<file path="src/rtl/rvga_types.sv">
// Shared RVGA types: word/cacheline widths and the DDR arbiter's state and
// owner encodings.
package rvga_types;

    typedef logic [31:0]  rvga_word;
    typedef logic [255:0] rvga_cacheline;

    typedef enum logic [1:0] {
        ARB_IDLE  = 2'd0,
        ARB_GNT_I = 2'd1,
        ARB_GNT_D = 2'd2
    } rvga_arb_state_t;

    typedef enum logic {
        ARB_OWN_I = 1'b0,
        ARB_OWN_D = 1'b1
    } rvga_arb_owner_t;

    // Width of the starvation counter; enough for a limit of up to 15.
    localparam int unsigned ARB_CNT_W = 4;

    // A cache is requesting when either of its strobes is high.
    function automatic logic arb_has_req(input logic rd, input logic wr);
        return rd | wr;
    endfunction

endpackage

</file>
<file path="src/rtl/ddr_arbiter_pick.sv">
// ddr_arbiter_pick: combinational arbitration policy for ddr_arbiter.
// Default build: fixed priority (D-cache wins ties) with a starvation
// counter that forces an I-cache grant after starve_limit D-cache wins.
// With DDR_ARB_RR_EN defined: round-robin on ties using the last owner;
// the counter output is then tied to zero.
import rvga_types::*;

module ddr_arbiter_pick #(
    parameter int unsigned starve_limit = 4
) (
    input  logic                 icache_req_i,
    input  logic                 dcache_req_i,
    input  logic [ARB_CNT_W-1:0] starve_cnt_i,
    input  rvga_arb_owner_t      last_owner_i,
    output logic                 grant_o,
    output rvga_arb_owner_t      owner_o,
    output logic [ARB_CNT_W-1:0] starve_cnt_o
);

    localparam logic [ARB_CNT_W-1:0] LIMIT = ARB_CNT_W'(starve_limit);

`ifdef DDR_ARB_RR_EN
    // The counter and its limit have no role under round-robin.
    logic unused_cnt_s;
    assign unused_cnt_s = ^{starve_cnt_i, LIMIT};

    // Round-robin: on a tie the side that did not win last time goes next.
    always_comb begin
        grant_o      = icache_req_i | dcache_req_i;
        owner_o      = ARB_OWN_I;
        starve_cnt_o = {ARB_CNT_W{1'b0}};
        if (icache_req_i && dcache_req_i) begin
            owner_o = (last_owner_i == ARB_OWN_I) ? ARB_OWN_D : ARB_OWN_I;
        end else if (dcache_req_i) begin
            owner_o = ARB_OWN_D;
        end else begin
            owner_o = ARB_OWN_I;
        end
    end
`else
    // Last owner only matters under round-robin.
    logic unused_last_s;
    assign unused_last_s = last_owner_i;

    // Fixed priority: D-cache wins ties until the I-cache has waited through
    // starve_limit D-cache grants; any other grant restarts the count.
    always_comb begin
        grant_o      = icache_req_i | dcache_req_i;
        owner_o      = ARB_OWN_I;
        starve_cnt_o = starve_cnt_i;
        if (icache_req_i && dcache_req_i) begin
            if (starve_cnt_i >= LIMIT) begin
                owner_o      = ARB_OWN_I;
                starve_cnt_o = {ARB_CNT_W{1'b0}};
            end else begin
                owner_o      = ARB_OWN_D;
                starve_cnt_o = starve_cnt_i + {{(ARB_CNT_W-1){1'b0}}, 1'b1};
            end
        end else if (dcache_req_i) begin
            owner_o      = ARB_OWN_D;
            starve_cnt_o = {ARB_CNT_W{1'b0}};
        end else if (icache_req_i) begin
            owner_o      = ARB_OWN_I;
            starve_cnt_o = {ARB_CNT_W{1'b0}};
        end else begin
            owner_o      = ARB_OWN_I;
            starve_cnt_o = starve_cnt_i;
        end
    end
`endif

endmodule

</file>
<file path="src/rtl/ddr_arbiter.sv">
// ddr_arbiter: shares the single DDR cacheline port between the I-cache and
// D-cache. One transaction at a time; the owner's request is passed straight
// through and the DDR response is routed back to the owner only. Every
// response is followed by one IDLE cycle in which arbitration reruns.
// Policy selection: define DDR_ARB_RR_EN for round-robin (see ddr_arbiter_pick).
import rvga_types::*;

module ddr_arbiter #(
    parameter int unsigned starve_limit = 4
) (
    input  logic          clk,
    input  logic          rst,
    input  rvga_word      icache_arb_addr,
    input  logic          icache_arb_read,
    input  logic          icache_arb_write,
    input  rvga_cacheline icache_arb_wdata,
    output rvga_cacheline arb_icache_rdata,
    output logic          arb_icache_resp,
    input  rvga_word      dcache_arb_addr,
    input  logic          dcache_arb_read,
    input  logic          dcache_arb_write,
    input  rvga_cacheline dcache_arb_wdata,
    output rvga_cacheline arb_dcache_rdata,
    output logic          arb_dcache_resp,
    output rvga_word      arb_ddr_addr,
    output logic          arb_ddr_read,
    output logic          arb_ddr_write,
    output rvga_cacheline arb_ddr_wdata,
    input  rvga_cacheline ddr_arb_rdata,
    input  logic          ddr_arb_resp
);

    rvga_arb_state_t      state_q, state_d;
    logic [ARB_CNT_W-1:0] cnt_q, cnt_d;
    rvga_arb_owner_t      last_q, last_d;

    logic                 grant_s;
    rvga_arb_owner_t      owner_s;
    logic [ARB_CNT_W-1:0] pick_cnt_s;

    ddr_arbiter_pick #(
        .starve_limit (starve_limit)
    ) u_pick (
        .icache_req_i (arb_has_req(icache_arb_read, icache_arb_write)),
        .dcache_req_i (arb_has_req(dcache_arb_read, dcache_arb_write)),
        .starve_cnt_i (cnt_q),
        .last_owner_i (last_q),
        .grant_o      (grant_s),
        .owner_o      (owner_s),
        .starve_cnt_o (pick_cnt_s)
    );

    // Read data is broadcast; only the owner's resp makes it meaningful.
    assign arb_icache_rdata = ddr_arb_rdata;
    assign arb_dcache_rdata = ddr_arb_rdata;

    // Next state: grant from IDLE, release back to IDLE on the DDR response.
    always_comb begin
        state_d = state_q;
        cnt_d   = cnt_q;
        last_d  = last_q;
        case (state_q)
            ARB_IDLE: begin
                if (grant_s) begin
                    state_d = (owner_s == ARB_OWN_I) ? ARB_GNT_I : ARB_GNT_D;
                    cnt_d   = pick_cnt_s;
                    last_d  = owner_s;
                end else begin
                    state_d = ARB_IDLE;
                end
            end
            ARB_GNT_I, ARB_GNT_D: begin
                if (ddr_arb_resp) begin
                    state_d = ARB_IDLE;
                end else begin
                    state_d = state_q;
                end
            end
            default: begin
                state_d = ARB_IDLE;
            end
        endcase
    end

    // Pass the owner's request to DDR and route the response back to it.
    always_comb begin
        arb_ddr_addr    = 32'h0000_0000;
        arb_ddr_read    = 1'b0;
        arb_ddr_write   = 1'b0;
        arb_ddr_wdata   = {256{1'b0}};
        arb_icache_resp = 1'b0;
        arb_dcache_resp = 1'b0;
        case (state_q)
            ARB_GNT_I: begin
                arb_ddr_addr    = icache_arb_addr;
                arb_ddr_read    = icache_arb_read;
                arb_ddr_write   = icache_arb_write;
                arb_ddr_wdata   = icache_arb_wdata;
                arb_icache_resp = ddr_arb_resp;
            end
            ARB_GNT_D: begin
                arb_ddr_addr    = dcache_arb_addr;
                arb_ddr_read    = dcache_arb_read;
                arb_ddr_write   = dcache_arb_write;
                arb_ddr_wdata   = dcache_arb_wdata;
                arb_dcache_resp = ddr_arb_resp;
            end
            default: begin
                arb_ddr_addr    = 32'h0000_0000;
            end
        endcase
    end

    // State, starvation counter and last-owner registers.
    always_ff @(posedge clk or posedge rst) begin
        if (rst) begin
            state_q <= ARB_IDLE;
            cnt_q   <= {ARB_CNT_W{1'b0}};
            last_q  <= ARB_OWN_I;
        end else begin
            state_q <= state_d;
            cnt_q   <= cnt_d;
            last_q  <= last_d;
        end
    end

endmodule

</file>
<file path="config.mk">
export PLATFORM = sky130hd
export DESIGN_NAME = ddr_arbiter
export DESIGN_NICKNAME = d
export VERILOG_FILES = /design/src/rtl/rvga_types.sv /design/src/rtl/ddr_arbiter_pick.sv /design/src/rtl/ddr_arbiter.sv
export SDC_FILE = /design/constraint.sdc
export NUM_CORES = 1
export LEC_CHECK = 0
export CAP_MARGIN = 10
export CORE_AREA = 2 2 645 647
export DETAILED_ROUTE_END_ITERATION = 10
export DIE_AREA = 0 0 647 649
export GPL_TIMING_DRIVEN = 0
export HOLD_SLACK_MARGIN = 0.03
export SLEW_MARGIN = 25
export SYNTH_ARGS = -nofsm -noshare
export SYNTH_HDL_FRONTEND = slang
export SYNTH_SLANG_ARGS = --single-unit
</file>
<file path="constraint.sdc">
create_clock -name clk -period 2.1 [get_ports clk]
set_clock_uncertainty 0.2 [all_clocks]
set_input_delay 0.42 -clock clk [delete_from_list [all_inputs] [get_ports clk]]
set_output_delay 0.42 -clock clk [all_outputs]
set_load 0.005 [all_outputs]
</file>
==> flow_metrics.tcl <==
set metrics [dict create \
    yosysWarnings 0 \
    place_area_mm2 0.0297 \
    clk_path_buf_depth 2 \
    rows 236 \
    synth_flop_cell "dfrtp_1" \
    fin_area_mm2 0.0354 \
    crit_path_end_kind "output pin" \
    yosysTopAreaCellShare_pct 44.7 \
    postCtsHoldBufs 0 \
    final_nets 3701 \
    synth_xor_area_share_pct 0 \
    io_pins 1643 \
    synth_top_family_by_area "buffers and inverters" \
    ys_seq_area_share_pct 1.74 \
    coreArea_mm2 0.413 \
    yosysMostFrequentCell "buf_4" \
    synthTopCellsByArea "buf_4, a22oi_1, nor2b_1" \
    synth-edff-count 0 \
    synth-simple-area-share_pct 21.6 \
    grt_pass1_wl_mm 431 \
    ir_drop_uv 459 \
    syn_nets 2061 \
    antenna_found_initial 491 \
    synth.cell_area_mm2 0.00862 \
    grt_max_degree 11 \
    yosys_register_bits 6 \
    post-route-drc-count 0 \
    leakage_nw 12.3 \
    muxShareOfSynthArea_pct 0.131 \
    hold_violations 0 \
    area_delta_synth_final_pct 311 \
    start_kind "register" \
    drv_slew 0 \
    min_path_type "in2async" \
    numPortBuffers 1386 \
    final_cells 8463 \
    final_core_util_pct 8.59 \
    overflow 0 \
    ant_nets 0 \
    clk_pin_slew_worst_paths_ps 30 \
    cts_max_level 1 \
    setup_viol 312 \
    drt_iter0_drc 1238 \
    synth_area_per_cell_um2 7.07 \
    drive_above_1_share_pct 50.4 \
    power_w 0.0348 \
    period_needed_ps 3090 \
    post_drt_via_cell_ratio 2.19 \
    drt-wirelength-per-cell_um 47.3 \
    cts_root_buf "clkbuf_16" \
    powerDensity_mw_per_mm2 983 \
    min_period_over_period_pct 147 \
    max-slew-margin-rel_pct 35.8 \
    failed_checks "negative setup slack" \
    crit_required_ps 1480 \
    ys_async_sr_fraction_pct 100 \
    synth.distinct_cells 21 \
    worst_slack_ps -990 \
    dp_cells 8108 \
    critPathKind "reg2out" \
    dr.pass1.iters 5 \
    start_util_pct 2.09 \
    tightest_slew_ps 960 \
    grt_use_total_pct 18.1 \
    yosysTopAreaCell "buf_4" \
    arrival_ps 2470 \
    vias 18500 \
    grt_pass1_vias 16300 \
    cts_buffers 3 \
    status "complete, but fails checks" \
    synth_compound_area_share_pct 26.0 \
    maxCapViolCount 0 \
    die_area_mm2 0.420 \
    synthCells 1218 \
    cts_tree "done" \
    timing.hold.ws_ps 238 \
    cts_sinks 6 \
    grt_setup_unrepaired "yes" \
    clock.fmax_mhz 324 \
    die_x_um 647 \
    dp_hpwl_mm 378 \
    die_y_um 649 \
    gp_congestion 1.12 \
    clock_latency_ps 230 \
    wl_mm 400 \
    cp_max_fo 8 \
    yosys.area_share.adder_pct 0.581 \
    synth_commonest_cells "buf_4, a22oi_1, nor2b_1" \
]
through the flow:
step / setup WS [ps] / TNS, ps
finish: -990 / -197240
global route: -984 / -213870
CTS: -1050 / -222440
detailed placement: -2500 / -518150
global placement: -2830 / -520610
floorplan: 248 / 0
cell type report:
class,instances,area (um2)
Fill cell,48000,377000
Sequential cell,6,150
Clock buffer,3,75.1
Multi-Input combinational cell,601,5720
Buffer,597,5330
Timing Repair Buffer,1646,17000
Antenna cell,133,333
Tap cell,5474,6850
Inverter,3,11.3
flip-flops by register name, summed over array words and instances (netlist names):
signal / count
cnt_q: 4
state_q: 2
layer usage:
layer  up-vias  share of wire [%]  global-route usage (%)
met5         -               0.62                    1.40
met2      1895                 47                    31.4
met1      8440                 32                    17.0
met4       288                3.0                    2.66
met3       744                 17                    14.1
li1       7151                  -                       -
layout by cell type, fill, tap and decap left out, types with 4 or more instances in the layout:
cell | netlist | routed
a22oi_1 | 290 | 31
a22oi_2 | 0 | 259
buf_12 | 0 | 77
buf_16 | 0 | 27
buf_2 | 66 | 47
buf_4 | 513 | 680
buf_6 | 0 | 193
buf_8 | 0 | 23
clkbuf_16 | 0 | 23
clkbuf_2 | 0 | 32
clkbuf_4 | 0 | 5
clkdlybuf4s15_2 | 0 | 4
clkdlybuf4s50_1 | 0 | 1117
dfrtp_1 | 6 | 6
diode_2 | 0 | 133
dlygate4sd2_1 | 0 | 8
dlymetal6s2s_1 | 0 | 6
nor2b_1 | 290 | 232
nor2b_2 | 0 | 43
nor2b_4 | 0 | 15
power by group:
group	switching (W)	total, W	internal [W]	leakage [nW]
Sequential	0.0000299	0.000185	0.000155	0.0789
Clock	0.0000661	0.000310	0.000244	0.0378
Combinational	0.0186	0.0343	0.0158	12.2
what timing repair did:
| action | CTS | global route |
|---|---|---|
| hold endpoints to repair | 0 | 0 |
| setup buffers | 85 | 135 |
| endpoints found under the setup margin | 332 | 334 |
| gates cloned | 7 | 13 |
| gates resized for setup | 1677 | 627 |
| pin swaps | 84 | 116 |
critical path: stages, from the launching register on:
cell	delay, ps
dfrtp_1	390
buf_6	130
ha_4	170
buf_12	140
buf_16	160
buf_16	160
buf_12	140
buf_6	110
a22oi_2	500
nor2b_1	120
buf_4	200
kinds of logic after synthesis:
| kind of cell | Yosys count |
|---|---|
| AO/OA/AOI/OAI | 297 |
| flip-flops | 6 |
| adder cells (fa/ha/maj) | 4 |
| buffers and inverters | 611 |
| multiplexers | 1 |
| AND/OR/NAND/NOR | 299 |
final timing paths:
check,from,to,slack (ps),cells after the start
max,state_q[0]$_DFFE_PP0P_,arb_ddr_wdata[229],-990,10
min,rst,cnt_q[2]$_DFFE_PP0P_,240,2
max reg2reg,state_q[0]$_DFFE_PP0P_,state_q[1]$_DFFE_PP0P_,40,8
min reg2reg,cnt_q[0]$_DFFE_PP0P_,cnt_q[0]$_DFFE_PP0P_,330,1
max in group asynchronous,rst,cnt_q[3]$_DFFE_PP0P_,1270,2
min in group clk,cnt_q[0]$_DFFE_PP0P_,cnt_q[0]$_DFFE_PP0P_,330,1
No activity file was read; power rests on OpenSTA's default activity.
